===== src/rtl/sys_array_sequencer.sv =====
// sys_array_sequencer
//   Sequences one run of an external systolic-array fetcher: pulses
//   load_params, waits for the fetcher to report ready, pulses start_comp,
//   waits for a fresh result matrix, snapshots it, and streams the elements
//   out in row-major order over a valid/ready port.  Each handshake wait is
//   bounded by TIMEOUT_CYCLES; expiry parks the block in ERROR until abort.
//
// Ports
//   clk, reset_n         clock, asynchronous active-low reset
//   go, abort            run request (IDLE only), unconditional return to IDLE
//   fetch_ready          fetcher parameters loaded and fetcher idle
//   fetch_out_ready      fetcher result matrix valid
//   fetch_result         result matrix, row-major, element [0][0] in the MSBs
//   load_params          one-cycle load pulse to the fetcher
//   start_comp           one-cycle compute pulse to the fetcher
//   res_valid/res_ready  element stream handshake
//   res_data             current element
//   res_row/res_col      index of the current element
//   res_last             current element is the final one
//   busy, done, error    status
//
// state     | meaning
// ----------+-----------------------------------------------------------
// IDLE      | waiting for go
// LOAD      | load_params high for one cycle
// WAIT_LOAD | waiting for fetch_ready (timed)
// START     | start_comp high for one cycle
// ARM       | waiting for fetch_out_ready to drop, rejects stale result (timed)
// WAIT_COMP | waiting for fetch_out_ready, snapshot on accept (timed)
// DRAIN     | streaming snapshot elements
// DONE      | done high for one cycle
// ERROR     | handshake timeout, error held until abort

module sys_array_sequencer #(
    parameter int DATA_WIDTH     = 8,
    parameter int ARRAY_W_W      = 2,
    parameter int ARRAY_A_L      = 2,
    parameter int TIMEOUT_CYCLES = 1024,
    localparam int ROW_W = (ARRAY_W_W > 1) ? $clog2(ARRAY_W_W) : 1,
    localparam int COL_W = (ARRAY_A_L > 1) ? $clog2(ARRAY_A_L) : 1
) (
    input  logic                                      clk,
    input  logic                                      reset_n,
    input  logic                                      go,
    input  logic                                      abort,
    input  logic                                      fetch_ready,
    input  logic                                      fetch_out_ready,
    input  logic [ARRAY_W_W*ARRAY_A_L*2*DATA_WIDTH-1:0] fetch_result,
    output logic                                      load_params,
    output logic                                      start_comp,
    output logic                                      res_valid,
    input  logic                                      res_ready,
    output logic [2*DATA_WIDTH-1:0]                   res_data,
    output logic [ROW_W-1:0]                          res_row,
    output logic [COL_W-1:0]                          res_col,
    output logic                                      res_last,
    output logic                                      busy,
    output logic                                      done,
    output logic                                      error
);

    localparam int EL_W  = 2 * DATA_WIDTH;
    localparam int N_EL  = ARRAY_W_W * ARRAY_A_L;
    localparam int CNT_W = $clog2(TIMEOUT_CYCLES + 1);

    localparam logic [3:0] S_IDLE      = 4'd0;
    localparam logic [3:0] S_LOAD      = 4'd1;
    localparam logic [3:0] S_WAIT_LOAD = 4'd2;
    localparam logic [3:0] S_START     = 4'd3;
    localparam logic [3:0] S_ARM       = 4'd4;
    localparam logic [3:0] S_WAIT_COMP = 4'd5;
    localparam logic [3:0] S_DRAIN     = 4'd6;
    localparam logic [3:0] S_DONE      = 4'd7;
    localparam logic [3:0] S_ERROR     = 4'd8;

    logic [3:0]           state_q, state_d;
    logic [CNT_W-1:0]     cnt_q, cnt_d;
    logic [ROW_W-1:0]     row_q, row_d;
    logic [COL_W-1:0]     col_q, col_d;
    logic [N_EL*EL_W-1:0] snap_q, snap_d;
    logic                 load_q, start_q;
    logic                 timed_out;
    logic                 at_last;
    logic                 col_wrap;
    logic [EL_W-1:0]      elem_sel;

    // Expiry is detected on the last counted cycle so the wait lasts
    // exactly TIMEOUT_CYCLES cycles before ERROR is entered.
    assign timed_out = (cnt_q == CNT_W'(TIMEOUT_CYCLES - 1));
    assign col_wrap  = (col_q == COL_W'(ARRAY_A_L - 1));
    assign at_last   = (row_q == ROW_W'(ARRAY_W_W - 1)) && col_wrap;

    always_comb begin
        state_d = state_q;
        cnt_d   = cnt_q;
        row_d   = row_q;
        col_d   = col_q;
        snap_d  = snap_q;
        case (state_q)
            S_IDLE: begin
                if (go) state_d = S_LOAD;
            end
            S_LOAD: begin
                state_d = S_WAIT_LOAD;
                cnt_d   = '0;
            end
            S_WAIT_LOAD: begin
                if (fetch_ready)    state_d = S_START;
                else if (timed_out) state_d = S_ERROR;
                else                cnt_d   = cnt_q + CNT_W'(1);
            end
            S_START: begin
                state_d = S_ARM;
                cnt_d   = '0;
            end
            S_ARM: begin
                if (!fetch_out_ready) begin
                    state_d = S_WAIT_COMP;
                    cnt_d   = '0;
                end else if (timed_out) begin
                    state_d = S_ERROR;
                end else begin
                    cnt_d = cnt_q + CNT_W'(1);
                end
            end
            S_WAIT_COMP: begin
                if (fetch_out_ready) begin
                    state_d = S_DRAIN;
                    snap_d  = fetch_result;
                    row_d   = '0;
                    col_d   = '0;
                end else if (timed_out) begin
                    state_d = S_ERROR;
                end else begin
                    cnt_d = cnt_q + CNT_W'(1);
                end
            end
            S_DRAIN: begin
                if (res_ready) begin
                    if (at_last) begin
                        state_d = S_DONE;
                    end else if (col_wrap) begin
                        col_d = '0;
                        row_d = row_q + ROW_W'(1);
                    end else begin
                        col_d = col_q + COL_W'(1);
                    end
                end
            end
            S_DONE:  state_d = S_IDLE;
            S_ERROR: state_d = S_ERROR;
            default: state_d = S_IDLE;
        endcase

        if (abort) begin
            state_d = S_IDLE;
            cnt_d   = '0;
            row_d   = '0;
            col_d   = '0;
        end
    end

    always_ff @(posedge clk or negedge reset_n) begin
        if (!reset_n) begin
            state_q <= S_IDLE;
            cnt_q   <= '0;
            row_q   <= '0;
            col_q   <= '0;
            snap_q  <= '0;
            load_q  <= 1'b0;
            start_q <= 1'b0;
        end else begin
            state_q <= state_d;
            cnt_q   <= cnt_d;
            row_q   <= row_d;
            col_q   <= col_d;
            snap_q  <= snap_d;
            // Pulses are flopped from the next state so they line up with
            // the LOAD/START cycle and can never coincide.
            load_q  <= (state_d == S_LOAD);
            start_q <= (state_d == S_START);
        end
    end

    // Element [0][0] sits in the most significant slot of the snapshot.
    always_comb begin
        elem_sel = '0;
        for (int r = 0; r < ARRAY_W_W; r++) begin
            for (int c = 0; c < ARRAY_A_L; c++) begin
                if (row_q == ROW_W'(r) && col_q == COL_W'(c))
                    elem_sel = snap_q[(N_EL - 1 - (r * ARRAY_A_L + c)) * EL_W +: EL_W];
            end
        end
    end

    assign load_params = load_q;
    assign start_comp  = start_q;
    assign res_valid   = (state_q == S_DRAIN);
    assign res_last    = (state_q == S_DRAIN) && at_last;
    assign res_data    = elem_sel;
    assign res_row     = row_q;
    assign res_col     = col_q;
    assign busy        = (state_q != S_IDLE) && (state_q != S_ERROR);
    assign done        = (state_q == S_DONE);
    assign error       = (state_q == S_ERROR);

endmodule


===== config.mk =====
export PLATFORM = sky130hd
export DESIGN_NAME = sys_array_sequencer
export DESIGN_NICKNAME = d
export VERILOG_FILES = /design/src/rtl/sys_array_sequencer.sv
export SDC_FILE = /design/constraint.sdc
export NUM_CORES = 1
export LEC_CHECK = 0
export CORE_AREA = 3 3 95 97
export CTS_CLUSTER_SIZE = 25
export DETAILED_ROUTE_END_ITERATION = 16
export DIE_AREA = 0 0 98 100
export PLACE_DENSITY_LB_ADDON = 0.12
export SLEW_MARGIN = 40
export SYNTH_ARGS = -nofsm -noshare
export SYNTH_HDL_FRONTEND = slang
export SYNTH_SLANG_ARGS = --single-unit
export TNS_END_PERCENT = 10

===== constraint.sdc =====
create_clock -name clk -period 2.6 [get_ports clk]
set_clock_uncertainty 0.2 [all_clocks]
set_input_delay 0.26 -clock clk [delete_from_list [all_inputs] [get_ports clk]]
set_output_delay 0.26 -clock clk [all_outputs]
set_load 0.005 [all_outputs]

Yosys cells after proc, flatten, opt, wreduce, memory -nomap -nowiden
Index checks and enable logic that the tools add are counted.

Register bits: 83. Bits of input ports: 71. Output and inout bits: 25. Word-level logic and storage cells: 75.

Add/subtract/negate cells: 3. Eq/ne operators: 18. Mux-type cells: 30. Bitwise operators: 2. Reduce and logical (&&, ||, !) cells: 15.

Operators with widths (number): two-way mux 16 bit (4); two-way mux 11 bit (5); case mux 11 bit (4 select lines) (1); two-way mux 4 bit (8); case mux 4 bit (8 select lines) (1); equality test 4 x 3 -> 1 bit, second input constant (4); equality test 4 x 2 -> 1 bit, second input constant (3); != test 3 bit, second input constant (4); adder 11 x 1 -> 11 bit, second input constant (1); equality test 11 x 10 -> 1 bit, second input constant (1); two-way mux 1 bit (9); equality test 4 x 1 -> 1 bit, second input constant (2); logical AND 1 bit (6); != test 3 x 2 -> 1 bit, second input constant (2); AND reduction 5 bit (1); nonzero test 5 bit (1); equality test 4 bit, second input constant (1); zero test 4 bit (1); != test 4 bit, second input constant (1); case mux 1 bit (2 select lines) (2); AND reduction 4 bit (1); nonzero test 4 bit (1); AND reduction 3 bit (1); nonzero test 3 bit (1); 4 further kinds (6).

Logic depth before layout (Yosys ltp)
Gate-level depths: netlist of run 1.

Depth after elaboration: 6. Gate-level depth with buffers: 7. Mapped depth without buffers: 6.

Worst setup path after synthesis of run 1
No wires, ideal clock.

Path kind: register to register. Start point: register cnt_q[0]. End point: register load_q (netlist: load_params). Library setup time: 0.126 ns. Arrival time: 1.767 ns. Data required time: 2.274 ns. Setup slack: 0.507 ns. Stages on the path, launching flop included: 8. Buffers on the path: 1. Clock period less this slack: 2.093 ns. Cells stage by stage: dfrtp_1 > ha_1 > nand3_1 > or4_4 > buf_2 > and2_1 > o2111ai_2 > nor3b_2.

Word-level cells in the longest chain between the ends: 6. Elaborated cells between the ends (all ways): 8. Those cells by class: 2 x eq/ne; 6 x mux.

Ends and longest elaborated chain: start, declared (line 77) `logic [CNT_W-1:0] cnt_q, cnt_d;`; start signal, assigned (line 174) `cnt_q <= cnt_d;`; equality test 11 x 10 -> 1 bit * (line 89) `assign timed_out = (cnt_q == CNT_W'(TIMEOUT_CYCLES - 1));`; two-way mux 4 bit * (line 109, 120, 132); two-way mux 4 bit (on tied branches) (line 127, 108, 117); case mux 4 bit (8 select lines) * (line 99) `case (state_q)`; two-way mux 4 bit * (line 155) `if (abort) begin`; equality test 4 x 1 -> 1 bit * (line 180) `load_q <= (state_d == S_LOAD);`; end signal, assigned (line 180); end, declared (line 81) `logic load_q, start_q;`.

Mark *: on every way between the ends. The rest lies on a longest branch, timed or not. A chain may end at the register's enable or synchronous reset.

Worst setup path after layout of run 1
Start point: register state_q[0]. End point: output res_last.

Word-level cells in the longest chain between the ends: 2.

Ends and longest elaborated chain: start, declared (line 76) `logic [3:0] state_q, state_d;`; start signal, assigned (line 173) `state_q <= state_d;`; equality test 4 x 3 -> 1 bit (line 199) `assign res_last = (state_q == S_DRAIN) && at_last;`; logical AND 1 bit (line 199); end, declared (line 56) `output logic res_last,`.

Every way passes these cells.

==> results.ini, run 1 <==
[final_layout]
diodes = 0
fin_nets = 475
fin_area_sq_um = 5410
drive_above_1_share = 0.189
fillerInstances = 635
syn2layout_area_growth_pct = 31.0
layout_common_cells = clkdlybuf4s50_1 (94), dfrtp_1 (82), mux2_1 (44), mux2_2 (20), nand2_1 (18)
final_common_cell = clkdlybuf4s50_1

[worst_hold_path]
hold_path.class = primary input to async pin

[worst_setup_path]
path_max_fanout = 19
crit_arrival_ns = 2.04
required_ns = 2.14
path_class = register to output pin
cp-end-kind = output pin
critPathLaunchType = register

[routing]
ant_nets = 0
vias = 2849
wl_per_cell_microns = 16.8
drt-initial-drc-count = 101
firstDrtPassIters = 4
viasPerCell = 5.55
drc = 0
wl_microns = 8610

[logic_synthesis]
synth.distinct_cells = 57
async_flop_share = 1.00
yosysSeqAreaShare = 0.503
ys.flop_type = dfrtp_1
yosys-top-cells-area = dfrtp_1 (50%), mux2_1 (12%), mux4_2 (8.7%)
synth_nets = 379
synth_edf_count = 0
synth_area_sq_um = 4130
ys_warn_count = 0
postSynthAreaPerCell_sq_um = 13.5
yosysTopAreaCellShare = 0.503
syn_inst = 307
ys_seq_elements = 83
synth.largest_area_cell = dfrtp_1

[floorplan]
num_rows = 33
dieHeight_microns = 100
die_x_microns = 98
die_area_sq_um = 9800
core_sq_um = 8220
pin_count = 96
start_util = 0.503

[cts]
cts.sinks = 83
clock-root-buffer = clkbuf_8
clk_latency_ns = 0.35
clk_transition_reported_paths_ns = 0.09
numCtsBuffers = 9
clockBufferDepth = 2
post_cts_buffers = 0
cts_tree = built
htreeDepth = 3

[pwr]
power_frac_clock = 0.339
switching_share = 0.242
intPower_w = 0.00216
p_leak_nw = 2.30
switchingPower_w = 0.000689
p_per_area_nw_per_um2 = 526
p_comb_frac = 0.151
seq_power_share = 0.509
vdd_drop_max_v = 0.000351

[timing]
finalHoldViolCount = 0
worstMarginPinSlew_ns = 0.659
fin_crit_sh = 0.960
fmax_mhz = 400
rsz0062_at_grt = false
setup_viol = 0
setup_tns_ns = 0
finalCriticalPeriod_ns = 2.50
slew_violations = 0
slew_headroom = 0.561

[grt]
grtUsageTotal = 0.181
grt.overflow.total = 0
grt_max_degree = 51
first_global_vias = 2860
grt_pass1_wl_microns = 13900
antenna_found_initial = 0

[placed_design]
gp_congestion = 0.858
port_buffers = 95
hpwl_microns = 6130
placed_cell_area_sq_um = 5190

[outcome]
status = complete, no violations

[job]
max_cap_viol_count = 0

[power groups by stage]
stage | sequential [W] | combinational (W) | clock (W)
2_1_floorplan | 0.00145 | 0.000233 | 0
3_3_place_gp | 0.00147 | 0.000428 | 0
3_5_place_dp | 0.00148 | 0.000435 | 0
4_1_cts | 0.00145 | 0.000439 | 0.000982
5_1_grt | 0.00147 | 0.000470 | 0.00105
6_report | 0.00145 | 0.000431 | 0.000966
[sequential cells by signal, indices dropped and copies added (netlist names)]
name         cells
snap_q          64
res_col          1
cnt_q           11
start_comp       1
res_row          1
state_q          4
load_params      1
[path summary, 6_finish.rpt]
kind	startpoint	endpoint	slack, ns	depth (start not counted)
worst max register to register	state_q[0]	snap_q[19]	0.31	4
max in group asynchronous	reset_n	snap_q[14]	1.30	3
min in group clk	snap_q[59]	snap_q[59]	0.28	1
worst max-delay path	state_q[0]	res_last	0.10	3
worst min register to register	snap_q[59]	snap_q[59]	0.28	1
worst min-delay path	reset_n	start_comp	0.27	2
[cells by family (layout without fill, tap and decap cells)]
| kind of cell | after synthesis | count (layout) | share of synthesized area |
|---|---|---|---|
| buffers and inverters | 24 | 125 | 0.0382 |
| and+or+nand+nor | 72 | 72 | 0.102 |
| DFF | 83 | 83 | 0.503 |
| adders and majority gates | 1 | 1 | 0.00303 |
| xor gates and xnor gates | 2 | 2 | 0.00424 |
| muxes | 85 | 85 | 0.274 |
| AOI/OAI and AO/OA | 40 | 40 | 0.0763 |
[synth_stat cells, drive strengths merged, types with 2 or more instances]
cell type	count
a21oi	12
a22o	2
and3	3
buf	13
clkbuf	6
dfrtp	83
inv	5
mux2	64
mux2i	5
mux4	16
nand2	19
nand2b	3
nand3	4
nand4	4
nor2	9
nor2b	7
nor3	3
nor3b	4
nor4	2
o211ai	2
o21ai	8
o21bai	2
o311a	3
or3	5
or4b	2
xnor2	2
[timing repair]
action / 4_1_cts / 5_1_grt
resized for setup: 0 / 1
setup endpoints to repair: 0 / 1
hold buffers: 1 / 0
endpoints found under the hold margin: 49 / 0
[worst max-delay path, stage by stage (launching register included)]
cell,delay [ns]
dfrtp_1,0.58
and4bb_2,0.45
and3_1,0.16
clkdlybuf4s50_1,0.49
[cell type report]
| class | count | area [sq um] | share of cell area |
|---|---|---|---|
| clock buffer | 11 | 151 | 0.0280 |
| multi-input combinational | 200 | 1900 | 0.352 |
| inverter | 5 | 18.8 | 0.00347 |
| clock inverter | 5 | 60.1 | 0.0111 |
| sequential | 83 | 2080 | 0.384 |
| tap | 105 | 131 | 0.0243 |
| timing repair buffer | 104 | 1070 | 0.198 |
[through the flow]
stage               total power (W)  instances  hold WS [ns]  worst slack, ns   util
floorplan                   0.00168        307        -0.236            0.507      -
global placement            0.00190        496         0.139            0.294  0.631
detailed placement          0.00191        496         0.138            0.280  0.631
CTS                         0.00287        513         0.288           0.0755  0.658
global route                0.00298        513         0.300          0.00747  0.658
finish                      0.00285        513         0.269            0.103  0.658
[layer usage]
metal,vias to the layer above,GRT usage,share of wire
met3,11,0.0486,0.060
met1,1432,0.238,0.43
li1,1331,-,-
met4,0,0.0756,0.018
met5,-,0,0
met2,75,0.287,0.49
Power figures use the tool's default switching activity.
==> inputs of run 2 (changes only) <==
ABC_CLOCK_PERIOD_IN_PS = 2600   (was unset)
==> results of run 2 <==
Same layout as run 1: the final DEF is identical, and so are final timing and power.
